[src/rtl/bit_serial_logic_unit_pkg.sv]
// Shared types for the bit-serial logic unit: opcode and FSM state encodings.
// Optional Z/P result flags are built when LOGIC_FLAGS_EN is defined.
package logic_unit_pkg;

    typedef enum logic [1:0] {
        OP_AND = 2'b00,
        OP_OR  = 2'b01,
        OP_XOR = 2'b10,
        OP_NOR = 2'b11
    } logic_op_t;

    typedef enum logic [1:0] {
        ST_IDLE   = 2'b00,
        ST_SHIFT  = 2'b01,
        ST_FINISH = 2'b10
    } serial_state_t;

endpackage

[src/rtl/bit_serial_logic_unit_if.sv]
// Request/result bundle of the bit-serial logic unit.
// Z and P exist only when LOGIC_FLAGS_EN is defined.
interface bit_serial_logic_unit_if
    import logic_unit_pkg::*;
#(
    parameter int WIDTH = 8
);
    logic             START;
    logic_op_t        OP;
    logic [WIDTH-1:0] A;
    logic [WIDTH-1:0] B;
    logic             READY;
    logic             BUSY;
    logic             DONE;
    logic [WIDTH-1:0] S;
`ifdef LOGIC_FLAGS_EN
    logic             Z;
    logic             P;
`endif

    modport master (
        output START, OP, A, B,
        input  READY, BUSY, DONE, S
`ifdef LOGIC_FLAGS_EN
        , input Z, P
`endif
    );

    modport slave (
        input  START, OP, A, B,
        output READY, BUSY, DONE, S
`ifdef LOGIC_FLAGS_EN
        , output Z, P
`endif
    );
endinterface

[src/rtl/bit_serial_logic_unit_cell.sv]
// Single-bit combinational logic cell shared by every serial step.
// Opcode decoding matches the parallel gate slices.
module bit_logic_cell
    import logic_unit_pkg::*;
(
    input  logic      a_i,
    input  logic      b_i,
    input  logic_op_t op_i,
    output logic      r_o
);
    always_comb begin
        r_o = 1'b0;
        unique case (op_i)
            OP_AND:  r_o = a_i & b_i;
            OP_OR:   r_o = a_i | b_i;
            OP_XOR:  r_o = a_i ^ b_i;
            OP_NOR:  r_o = ~(a_i | b_i);
            default: r_o = 1'b0;
        endcase
    end
endmodule

[src/rtl/bit_serial_logic_unit.sv]
// Bit-serial AND/OR/XOR/NOR unit: one bit per clock, LSB first, DONE pulse.
// Define LOGIC_FLAGS_EN to add registered zero (Z) and parity (P) flags.
module bit_serial_logic_unit
    import logic_unit_pkg::*;
#(
    parameter int WIDTH = 8
) (
    input logic                    CLK,
    input logic                    RESET,
    bit_serial_logic_unit_if.slave bus
);
    localparam int CW = $clog2(WIDTH);
    localparam logic [CW-1:0] CNT_LAST = CW'(WIDTH - 1);

    serial_state_t    state_q;
    logic_op_t        op_q;
    logic [WIDTH-1:0] a_sr_q;
    logic [WIDTH-1:0] b_sr_q;
    logic [WIDTH-1:0] res_q;
    logic [WIDTH-1:0] res_d;
    logic [WIDTH-1:0] s_q;
    logic [CW-1:0]    cnt_q;
    logic             ready_q;
    logic             busy_q;
    logic             done_q;
    logic             r;
`ifdef LOGIC_FLAGS_EN
    logic             z_q;
    logic             p_q;
`endif

    bit_logic_cell u_cell (
        .a_i  (a_sr_q[0]),
        .b_i  (b_sr_q[0]),
        .op_i (op_q),
        .r_o  (r)
    );

    // New bit enters at the MSB so the word is aligned after WIDTH steps.
    assign res_d = {r, res_q[WIDTH-1:1]};

    always_ff @(posedge CLK or posedge RESET) begin
        if (RESET) begin
            state_q <= ST_IDLE;
            op_q    <= OP_AND;
            a_sr_q  <= '0;
            b_sr_q  <= '0;
            res_q   <= '0;
            s_q     <= '0;
            cnt_q   <= '0;
            ready_q <= 1'b1;
            busy_q  <= 1'b0;
            done_q  <= 1'b0;
`ifdef LOGIC_FLAGS_EN
            z_q     <= 1'b1;
            p_q     <= 1'b0;
`endif
        end else begin
            done_q <= 1'b0;
            unique case (state_q)
                ST_IDLE: begin
                    if (bus.START) begin
                        a_sr_q  <= bus.A;
                        b_sr_q  <= bus.B;
                        op_q    <= bus.OP;
                        res_q   <= '0;
                        cnt_q   <= '0;
                        ready_q <= 1'b0;
                        busy_q  <= 1'b1;
                        state_q <= ST_SHIFT;
                    end
                end
                ST_SHIFT: begin
                    a_sr_q <= a_sr_q >> 1;
                    b_sr_q <= b_sr_q >> 1;
                    res_q  <= res_d;
                    if (cnt_q == CNT_LAST) begin
                        s_q     <= res_d;
                        busy_q  <= 1'b0;
                        done_q  <= 1'b1;
                        state_q <= ST_FINISH;
`ifdef LOGIC_FLAGS_EN
                        z_q     <= (res_d == '0);
                        p_q     <= ^res_d;
`endif
                    end else begin
                        cnt_q <= cnt_q + CW'(1);
                    end
                end
                ST_FINISH: begin
                    ready_q <= 1'b1;
                    state_q <= ST_IDLE;
                end
                default: begin
                    ready_q <= 1'b1;
                    busy_q  <= 1'b0;
                    state_q <= ST_IDLE;
                end
            endcase
        end
    end

    assign bus.READY = ready_q;
    assign bus.BUSY  = busy_q;
    assign bus.DONE  = done_q;
    assign bus.S     = s_q;
`ifdef LOGIC_FLAGS_EN
    assign bus.Z     = z_q;
    assign bus.P     = p_q;
`endif
endmodule

[src/flat_wrapper.sv]
// flat-port wrapper written by rule: the top's interface ports become plain ports
module bit_serial_logic_unit_flat import logic_unit_pkg::*;
#(
    parameter int WIDTH = 8
)
  (CLK, RESET, bus_START, bus_OP, bus_A, bus_B, bus_READY, bus_BUSY, bus_DONE, bus_S);
  bit_serial_logic_unit_if #(.WIDTH(WIDTH)) bus_i ();
  input logic CLK;
  input logic RESET;
  input wire logic [$bits(bus_i.START)-1:0] bus_START;
  input wire logic [$bits(bus_i.OP)-1:0] bus_OP;
  input wire logic [$bits(bus_i.A)-1:0] bus_A;
  input wire logic [$bits(bus_i.B)-1:0] bus_B;
  output wire logic [$bits(bus_i.READY)-1:0] bus_READY;
  output wire logic [$bits(bus_i.BUSY)-1:0] bus_BUSY;
  output wire logic [$bits(bus_i.DONE)-1:0] bus_DONE;
  output wire logic [$bits(bus_i.S)-1:0] bus_S;
  assign bus_i.START = bus_START;
  assign bus_i.OP = bus_OP;
  assign bus_i.A = bus_A;
  assign bus_i.B = bus_B;
  assign bus_READY = bus_i.READY;
  assign bus_BUSY = bus_i.BUSY;
  assign bus_DONE = bus_i.DONE;
  assign bus_S = bus_i.S;
  bit_serial_logic_unit #(.WIDTH(WIDTH)) u_core (.CLK(CLK), .RESET(RESET), .bus(bus_i));
endmodule
[config.mk]
export PLATFORM = sky130hd
export DESIGN_NAME = bit_serial_logic_unit_flat
export DESIGN_NICKNAME = d
export VERILOG_FILES = /design/src/rtl/bit_serial_logic_unit_pkg.sv /design/src/rtl/bit_serial_logic_unit_if.sv /design/src/rtl/bit_serial_logic_unit_cell.sv /design/src/rtl/bit_serial_logic_unit.sv /design/src/flat_wrapper.sv
export SDC_FILE = /design/constraint.sdc
export NUM_CORES = 1
export LEC_CHECK = 0
export BUFFER_PORTS_ARGS = -buffer_cell sky130_fd_sc_hd__buf_2
export CAP_MARGIN = 20
export CORE_AREA = 10 10 56 91
export DETAILED_ROUTE_END_ITERATION = 16
export DIE_AREA = 0 0 66 101
export HOLD_SLACK_MARGIN = 0.08
export PLACE_DENSITY = 0.73
export SKIP_CTS_REPAIR_TIMING = 1
export SLEW_MARGIN = 10
export SYNTH_ARGS = -nofsm -noshare
export SYNTH_HDL_FRONTEND = slang
export SYNTH_HIERARCHICAL = 1
export SYNTH_SLANG_ARGS = --single-unit
export TNS_END_PERCENT = 20
[constraint.sdc]
create_clock -name CLK -period 2.05 [get_ports CLK]
set_clock_uncertainty 0.1 [all_clocks]
set_input_delay 0.205 -clock CLK [delete_from_list [all_inputs] [get_ports CLK]]
set_output_delay 0.205 -clock CLK [all_outputs]
set_load 0.01 [all_outputs]
**After elaboration in Yosys (flattened, before gate mapping)**

Index checks and enable logic that the tools add are counted.
Widths: inputs -> output; s select.

- Bits of input ports: 21
- Logic and storage cells: 56
- Output and inout port bits: 11
- Flip-flop bits (word level): 42

- Equal/unequal tests: 9
- Mux-type cells: 20
- Bitwise gates (word level): 6
- Add/sub/neg operators: 1
- Reduce and logical (&&, ||, !) cells: 10

Operators by type and width:

| operator | number |
|---|---|
| $pmux 8 s2 | 3 |
| $mux 8 | 3 |
| $reduce_and 2->1 | 5 |
| $eq 2x2->1 const B | 3 |
| $mux 3 | 2 |
| $pmux 3 s2 | 1 |
| $reduce_and 3->1 | 2 |
| $mux 1 | 5 |
| $eq 2x1->1 const B | 2 |
| $logic_not 2->1 | 2 |
| $mux 2 | 2 |
| $ne 2x2->1 const B | 2 |
| $pmux 1 s4 | 1 |
| $pmux 2 s2 | 1 |
| $add 3x1->3 const B | 1 |
| $eq 3x3->1 const B | 1 |
| $not 1->1 | 3 |
| $pmux 1 s3 | 1 |
| $ne 2x1->1 const B | 1 |
| $pmux 1 s2 | 1 |
| $reduce_bool 2->1 | 1 |
| $and 1x1->1 | 1 |
| $or 1x1->1 | 1 |
| $xor 1x1->1 | 1 |

**Logic depth before layout (Yosys ltp)**

Gate-level depths: netlist of run 1.

- Depth after elaboration: 4
- Mapped depth: 6
- Mapped depth without buffers: 6

**Modules after synthesis**

Netlist of run 1, hierarchy kept.

Modules (own cells, without submodules):

| module | instances | area an instance (um2) | cells each |
|---|---|---|---|
| bit_serial_logic_unit | 1 | 1816.7 | 159 |
| bit_logic_cell | 1 | 72.6 | 9 |

**Worst setup path before layout of run 1**

OpenSTA, ideal clock, no wires.

- Path kind: register to register
- From: reg u_core.cnt_q[0]
- To: reg u_core.cnt_q[0]
- Required time: 1.829 ns
- Path slack: 0.487 ns
- Library setup time: 0.121 ns
- Buffers on the path: 0
- Data arrival time: 1.342 ns
- Stages on the path, launching flop included: 6
- Period minus slack after synthesis: 1.563 ns
- Cell sequence: dfrtp_1 ha_1 ha_1 nor2_1 mux2_2 a22o_1

- Longest elaborated chain between the ends: 3
- Elaborated cells between the ends (all ways): 6
- Classes of those cells: add/sub: 1; eq/ne: 2; mux: 2; reduce/logical: 1

RTL lines:

| item | RTL line | source |
|---|---|---|
| from (decl) | bit_serial_logic_unit.sv:22 | `logic [CW-1:0] cnt_q;` |
| from (signal assigned) | bit_serial_logic_unit.sv:87 | `cnt_q <= cnt_q + CW'(1);` |
| $add 3x1->3 or $eq 3x3->1 (tied branches) | bit_serial_logic_unit.sv:87, bit_serial_logic_unit.sv:77 |  |
| $mux 3 or $ne 2x2->1 (tied branches) | n/a |  |
| $pmux 3 s2 or $reduce_and 3->1 (tied branches) | n/a |  |

Several ways; a longest one is shown, not always the timed one. The select of a mux whose other input is x is not followed.
A chain may end at the register's enable or synchronous reset.

**Final worst setup path of run 1**

Same ends and word-level chain as after synthesis.

==> results of run 1 <==
cells by family (layout without fill, tap and decap cells):
group,Yosys count,after routing
AOI/OAI and AO/OA,35,35
adders and majority gates,4,4
buffers and inverters,16,55
DFF,41,41
muxes,11,11
and+or+nand+nor,61,61
critical path: stages, from the launching register on:
cell and delay [ns]:
dfrtp_1 0.39, ha_1 0.17, ha_1 0.36, nor2_1 0.15
mux2_2 0.28, a22o_1 0.18
worst min-delay path by stage:
stage,from,depth (start not counted),end,slack (ns)
5_1_grt,bus_B[2],3,u_core/b_sr_q[2],0.14
4_1_cts,RESET,3,u_core/bus.DONE,-0.07
3_5_place_dp,RESET,3,u_core/bus.DONE,0.25
6_report,bus_A[1],3,u_core/a_sr_q[1],0.13
2_1_floorplan,bus_OP[0],1,u_core/op_q[0],0.24
3_3_place_gp,RESET,3,u_core/op_q[1],0.25
final cells by class:
class / count / area (sq um)
fillers: 304 / 1366
flip-flops and latches: 41 / 1027
multi-input cells: 111 / 779.5
repair buffers: 41 / 242.7
clock buffers: 7 / 86.33
well taps: 46 / 57.56
inverters: 6 / 25.02
clock inverters: 1 / 7.507
metrics by stage:
step	area (sq um)	hold slack, ns	setup slack (ns)	power, mW	instances
floorplan	1889	0.2397	0.4874	2.374	168
global route	2226	0.1420	0.2535	3.477	253
global placement	2082	0.2464	0.4204	2.613	240
finish	2226	0.1309	0.3037	3.240	253
detailed placement	2082	0.2542	0.3156	2.705	240
CTS	2176	-0.06627	0.3009	3.258	248
registers in the layout, summed over array words and instances, names as in the netlist:
register / cells
u_core/bus.S: 8
u_core/state_q: 2
u_core/bus.DONE: 1
u_core/cnt_q: 3
u_core/bus.READY: 1
u_core/a_sr_q: 8
u_core/bus.BUSY: 1
u_core/b_sr_q: 8
u_core/res_q: 7
u_core/op_q: 2
layout by cell type, fill, tap and decap left out, drive strengths merged:
master,synthesis,routed
a22o,12,12
nand2,6,6
and2b,1,1
ha,4,4
dlygate4sd3,0,5
clkinvlp,0,1
o21ai,6,6
nand2b,4,4
nor3,43,43
dfstp,1,1
dfrtp,40,40
o22ai,14,14
o21bai,1,1
nor2,4,4
mux2,11,11
a21oi,2,2
nor2b,3,3
buf,7,36
inv,6,6
clkbuf,3,7
routing by layer:
layer | vias to the layer above | GRT usage, %
met4 | 0 | 6.645
li1 | 693 | -
met2 | 48 | 21.08
met1 | 690 | 13.36
met3 | 9 | 4.900
met5 | - | 0
where the power goes:
| part | internal (mW) | switching (mW) |
|---|---|---|
| registers | 1.17 | 0.268 |
| clock network | 0.273 | 0.271 |
| logic | 0.625 | 0.633 |
==> flow_metrics.py, run 1 <==
metrics = {
    "floorplanning": {
        "pin_count": 32,
        "die_y_um": 101,
        "dieWidth_um": 66,
        "coreArea_sq_mm": 0.003592,
        "initial_core_util_pct": 52.59,
        "die-area_sq_mm": 0.006666,
        "num_rows": 29,
    },
    "grt": {
        "grt_max_degree": 42,
        "grt_use_total_pct": 12.68,
        "grt_first_pass_wirelength_mm": 6.713,
        "grt_overflow": 0,
        "grt_pass1_vias": 1516,
        "antenna_found_initial": 0,
    },
    "outcome": {
        "outcome": "completed",
    },
    "timing": {
        "fmax_mhz": 572.6,
        "final-setup-viol-count": 0,
        "maxSlewHeadroom_pct": 63.67,
        "report.final.slew_viol_count": 0,
        "fin_tns_setup_ns": 0,
        "worst_pin_slew_ns": 0.5450,
        "hold_violations": 0,
        "min_period_ns": 1.746,
        "period_share_pct": 85.19,
        "rsz0062_at_grt": "no",
    },
    "clock_network": {
        "ctsLongestPathBuffers": 2,
        "cts_tree": "done",
        "clk_latency_ns": 0.29,
        "cts_sinks": 41,
        "cts_root_buf": "clkbuf_8",
        "clk_pin_slew_ns": 0.08,
        "numCtsBuffers": 5,
        "htree_levels": 2,
    },
    "worst_setup_path": {
        "reg2reg_slack_ns": 0.30,
        "critPathLaunchType": "flip-flop",
        "reg2reg_depth": 5,
        "timing.rr.start": "u_core/cnt_q[0]",
        "critPathKind": "reg2reg",
        "critical_path.endpoint": "u_core/cnt_q[0]",
        "required_ns": 2.12,
        "startpoint": "u_core/cnt_q[0]",
        "reg2reg_to": "u_core/cnt_q[0]",
        "crit_path_end_kind": "flip-flop",
        "cp.arrival_ns": 1.82,
        "cp_max_fo": 6,
    },
    "yosys": {
        "syn_avg_cell_area_sq_um": 11.25,
        "synthMuxAreaShare_pct": 8.146,
        "synth_seq_cells": 41,
        "synth_edf_count": 0,
        "synth_ff_type": "dfrtp_1",
        "synth_warnings": 6,
        "synth_xor_area_share_pct": 0,
        "synth.most_common_cell": "nor3_1",
        "syn_nets": 193,
        "ys_top_cells_by_area": "dfrtp_1, nor3_1, mux2_4",
        "yosys.area.top_type_share_pct": 52.98,
        "synth-compound-area-share_pct": 12.91,
        "async_flop_share_pct": 100.0,
        "synth-simple-area-share_pct": 17.55,
        "synthesis.area_sq_mm": 0.001889,
        "yosysSeqAreaShare_pct": 54.37,
        "synth_top_family_by_area": "simple AND/OR/NAND/NOR gates",
        "synth_common_cells": "nor3_1, dfrtp_1, o22ai_1",
        "synth_fa_ha_area_share_pct": 2.649,
        "yosys.cell_types.count": 28,
        "postSynthCellCount": 168,
        "yosysTopAreaCell": "dfrtp_1",
    },
    "placement": {
        "placement.io_buffers": 31,
        "place_hpwl_mm": 2.862,
        "place.gp.congestion": 0.7593,
    },
    "detailed_routing": {
        "met1Wirelength_mm": 1.636,
        "ant_nets": 0,
        "wl_mm": 4.028,
        "drt_iter0_drc": 39,
        "routed.top_layer": "met4",
        "drcViolationCount": 0,
        "wl_per_cell_um": 15.92,
        "num_vias": 1440,
        "wl_met2_mm": 2.046,
        "wl_met3_um": 260,
        "vias_per_cell": 5.692,
        "dr.pass1.iters": 5,
    },
    "power": {
        "ir_worst_vdd_mv": 0.7452,
        "p_leak_nw": 1.050,
        "power.density_mw_per_mm2": 1456,
    },
    "layout": {
        "n_antenna_cell": 0,
        "nets": 231,
        "fin_util_pct": 61.96,
        "final_layout_size_suffix_gt1_share_pct": 28.99,
        "syn2layout_area_growth_pct": 17.81,
    },
    "job": {
        "maxCapViolations": 0,
    },
    "min_path": {
        "holdCritPathClass": "in2reg",
    },
}
Power figures use the tool's default switching activity.
==> inputs of run 2 (changes only) <==
--- a/config.mk
+++ b/config.mk
@@ -7,11 +7,12 @@
 export LEC_CHECK = 0
 export BUFFER_PORTS_ARGS = -buffer_cell sky130_fd_sc_hd__buf_2
 export CAP_MARGIN = 20
-export CORE_AREA = 10 10 56 91
+export CORE_AREA = 10 10 67 111
 export DETAILED_ROUTE_END_ITERATION = 16
-export DIE_AREA = 0 0 66 101
+export DIE_AREA = 0 0 77 121
 export HOLD_SLACK_MARGIN = 0.08
-export PLACE_DENSITY = 0.73
+export MAX_ROUTING_LAYER = met4
+export PLACE_DENSITY = 0.51
 export SKIP_CTS_REPAIR_TIMING = 1
 export SLEW_MARGIN = 10
 export SYNTH_ARGS = -nofsm -noshare
==> constraint.sdc (replaced) <==
create_clock -name CLK -period 1.7 [get_ports CLK]
set_clock_uncertainty 0.1 [all_clocks]
set_input_delay 0.17 -clock CLK [delete_from_list [all_inputs] [get_ports CLK]]
set_output_delay 0.17 -clock CLK [all_outputs]
set_load 0.01 [all_outputs]
==> run 2 against run 1 <==
Critical path depth did not move. Worst setup slack got worse by 0.23 ns. Total power rose by 23%. Sequential cell count did not move. Critical path type unchanged. Largest cell class unchanged.
==> flow_metrics.py, run 2 (synthesized netlist as in run 1, its figures left out) <==
metrics = {
    "job": {
        "maxCapViolations": 0,
    },
    "clock_network": {
        "htree_levels": 2,
        "clk_pin_slew_ns": 0.08,
        "clk_latency_ns": 0.29,
        "ctsLongestPathBuffers": 2,
        "cts_root_buf": "clkbuf_8",
        "cts_tree": "done",
        "cts_sinks": 41,
        "numCtsBuffers": 5,
    },
    "floorplanning": {
        "num_rows": 36,
        "pin_count": 32,
        "die_y_um": 121,
        "coreArea_sq_mm": 0.005540,
        "die-area_sq_mm": 0.009317,
        "dieWidth_um": 77,
        "initial_core_util_pct": 34.10,
    },
    "detailed_routing": {
        "wl_per_cell_um": 14.37,
        "drt_iter0_drc": 80,
        "num_vias": 1419,
        "wl_mm": 4.123,
        "ant_nets": 0,
        "drcViolationCount": 0,
        "dr.pass1.iters": 4,
        "vias_per_cell": 4.944,
    },
    "power": {
        "pwr-share-clk_pct": 17.3,
        "p_comb_share_pct": 39.6,
        "p_seq_share_pct": 43.1,
        "power_switching_mw": 1.408,
        "p_int_mw": 2.576,
        "ir_worst_vdd_mv": 0.8089,
        "switching_share_pct": 35.33,
        "p_leak_nw": 1.077,
        "power.density_mw_per_mm2": 1730,
    },
    "layout": {
        "regArea_sq_mm": 0.001027,
        "fillers": 563,
        "syn2layout_area_growth_pct": 21.92,
        "mostFrequentLayoutCell": "nor3_1",
        "final_cell_mix": "nor3_1, dfrtp_1, buf_2, o22ai_1, a22o_1",
        "final_layout_size_suffix_gt1_share_pct": 31.28,
        "multi_input_area_sq_um": 782.0,
        "nets": 235,
        "fin_util_pct": 41.58,
        "design_area_sq_mm": 0.002303,
        "n_antenna_cell": 0,
    },
    "worst_setup_path": {
        "cp_max_fo": 6,
        "reg2reg_to": "u_core/cnt_q[0]",
        "crit_path_end_kind": "flip-flop",
        "critPathLaunchType": "flip-flop",
        "critPathKind": "reg2reg",
        "cp.arrival_ns": 1.70,
        "required_ns": 1.78,
        "reg2reg_depth": 5,
        "timing.rr.start": "u_core/cnt_q[0]",
        "reg2reg_slack_ns": 0.08,
    },
    "timing": {
        "fmax_mhz": 616.6,
        "whs_ns": 0.1050,
        "maxSlewHeadroom_pct": 65.53,
        "fin_tns_setup_ns": 0,
        "min_period_ns": 1.622,
        "worst_pin_slew_ns": 0.5170,
        "hold_violations": 0,
        "final-setup-viol-count": 0,
        "rsz0062_at_grt": "no",
        "period_share_pct": 95.39,
        "report.final.slew_viol_count": 0,
    },
    "grt": {
        "grt_overflow": 0,
        "grt_pass1_vias": 1474,
        "grt_first_pass_wirelength_mm": 7.065,
        "grt_max_degree": 42,
        "grt_use_total_pct": 9.435,
        "antenna_found_initial": 0,
    },
    "placement": {
        "place_hpwl_mm": 3.000,
        "place_area_sq_mm": 0.002150,
        "place.gp.congestion": 0.7195,
        "placement.io_buffers": 31,
    },
    "min_path": {
        "min_path_cells": 3,
        "holdCritPathClass": "in2reg",
        "hold-path-endpoint": "u_core/b_sr_q[1]",
        "hold_start": "bus_B[1]",
    },
    "outcome": {
        "outcome": "completed",
    },
}
## run 2: cell count changes in the layout (fill, tap and decap cells not counted), sizes merged
cell,delta
clkinvlp,-1
buf,+4
clkinv,+1
## run 2: per-layer routing
layer  routed length [um]  share of wire (%)  global-route usage (%)
met5                    0                  0                       -
met4                   55                1.3                   3.440
met2                 2180                 53                   16.53
met1                 1709                 41                   9.818
met3                  178                4.3                   2.745
## run 2: power by group through the flow
stage	registers [mW]	clock network, mW	logic (mW)
floorplan	1.72	0	1.14
global placement	1.72	0	1.51
detailed placement	1.74	0	1.59
CTS	1.72	0.727	1.59
global route	1.78	0.764	1.77
finish	1.72	0.691	1.58
## run 2: metrics by stage
step / worst slack, ns / total power, mW / std cells
2_1_floorplan: 0.1374 / 2.862 / 168
3_3_place_gp: 0.07368 / 3.225 / 274
3_5_place_dp: -0.001074 / 3.326 / 274
4_1_cts: -0.02492 / 4.041 / 282
5_1_grt: 0.01236 / 4.313 / 287
6_report: 0.07830 / 3.984 / 287
## run 2: worst max path at each step
stage / startpoint / endpoint / slack [ns] / cells past startpoint
3_3_place_gp: u_core/cnt_q[0] / u_core/cnt_q[0] / 0.07 / 5
4_1_cts: u_core/cnt_q[0] / u_core/cnt_q[0] / -0.02 / 5
2_1_floorplan: u_core/cnt_q[0] / u_core/cnt_q[0] / 0.14 / 5
5_1_grt: u_core/cnt_q[0] / u_core/cnt_q[0] / 0.01 / 5
6_report: u_core/cnt_q[0] / u_core/cnt_q[0] / 0.08 / 5
3_5_place_dp: u_core/cnt_q[0] / u_core/cnt_q[0] / -0.001 / 5
## run 2: layout make-up
class,count,share of cell area (%)
clock buffers,7,4.183
clock inverters,1,0.2173
inverters,6,1.086
multi-input cells,111,33.95
flip-flops and latches,41,44.60
well taps,76,4.128
repair buffers,45,11.84
## run 2: critical path, stage by stage (launching register included)
cell and delay, ns:
dfrtp_1 0.39, ha_1 0.17, ha_2 0.28, nor2_1 0.12, mux2_2 0.27, a22o_1 0.18
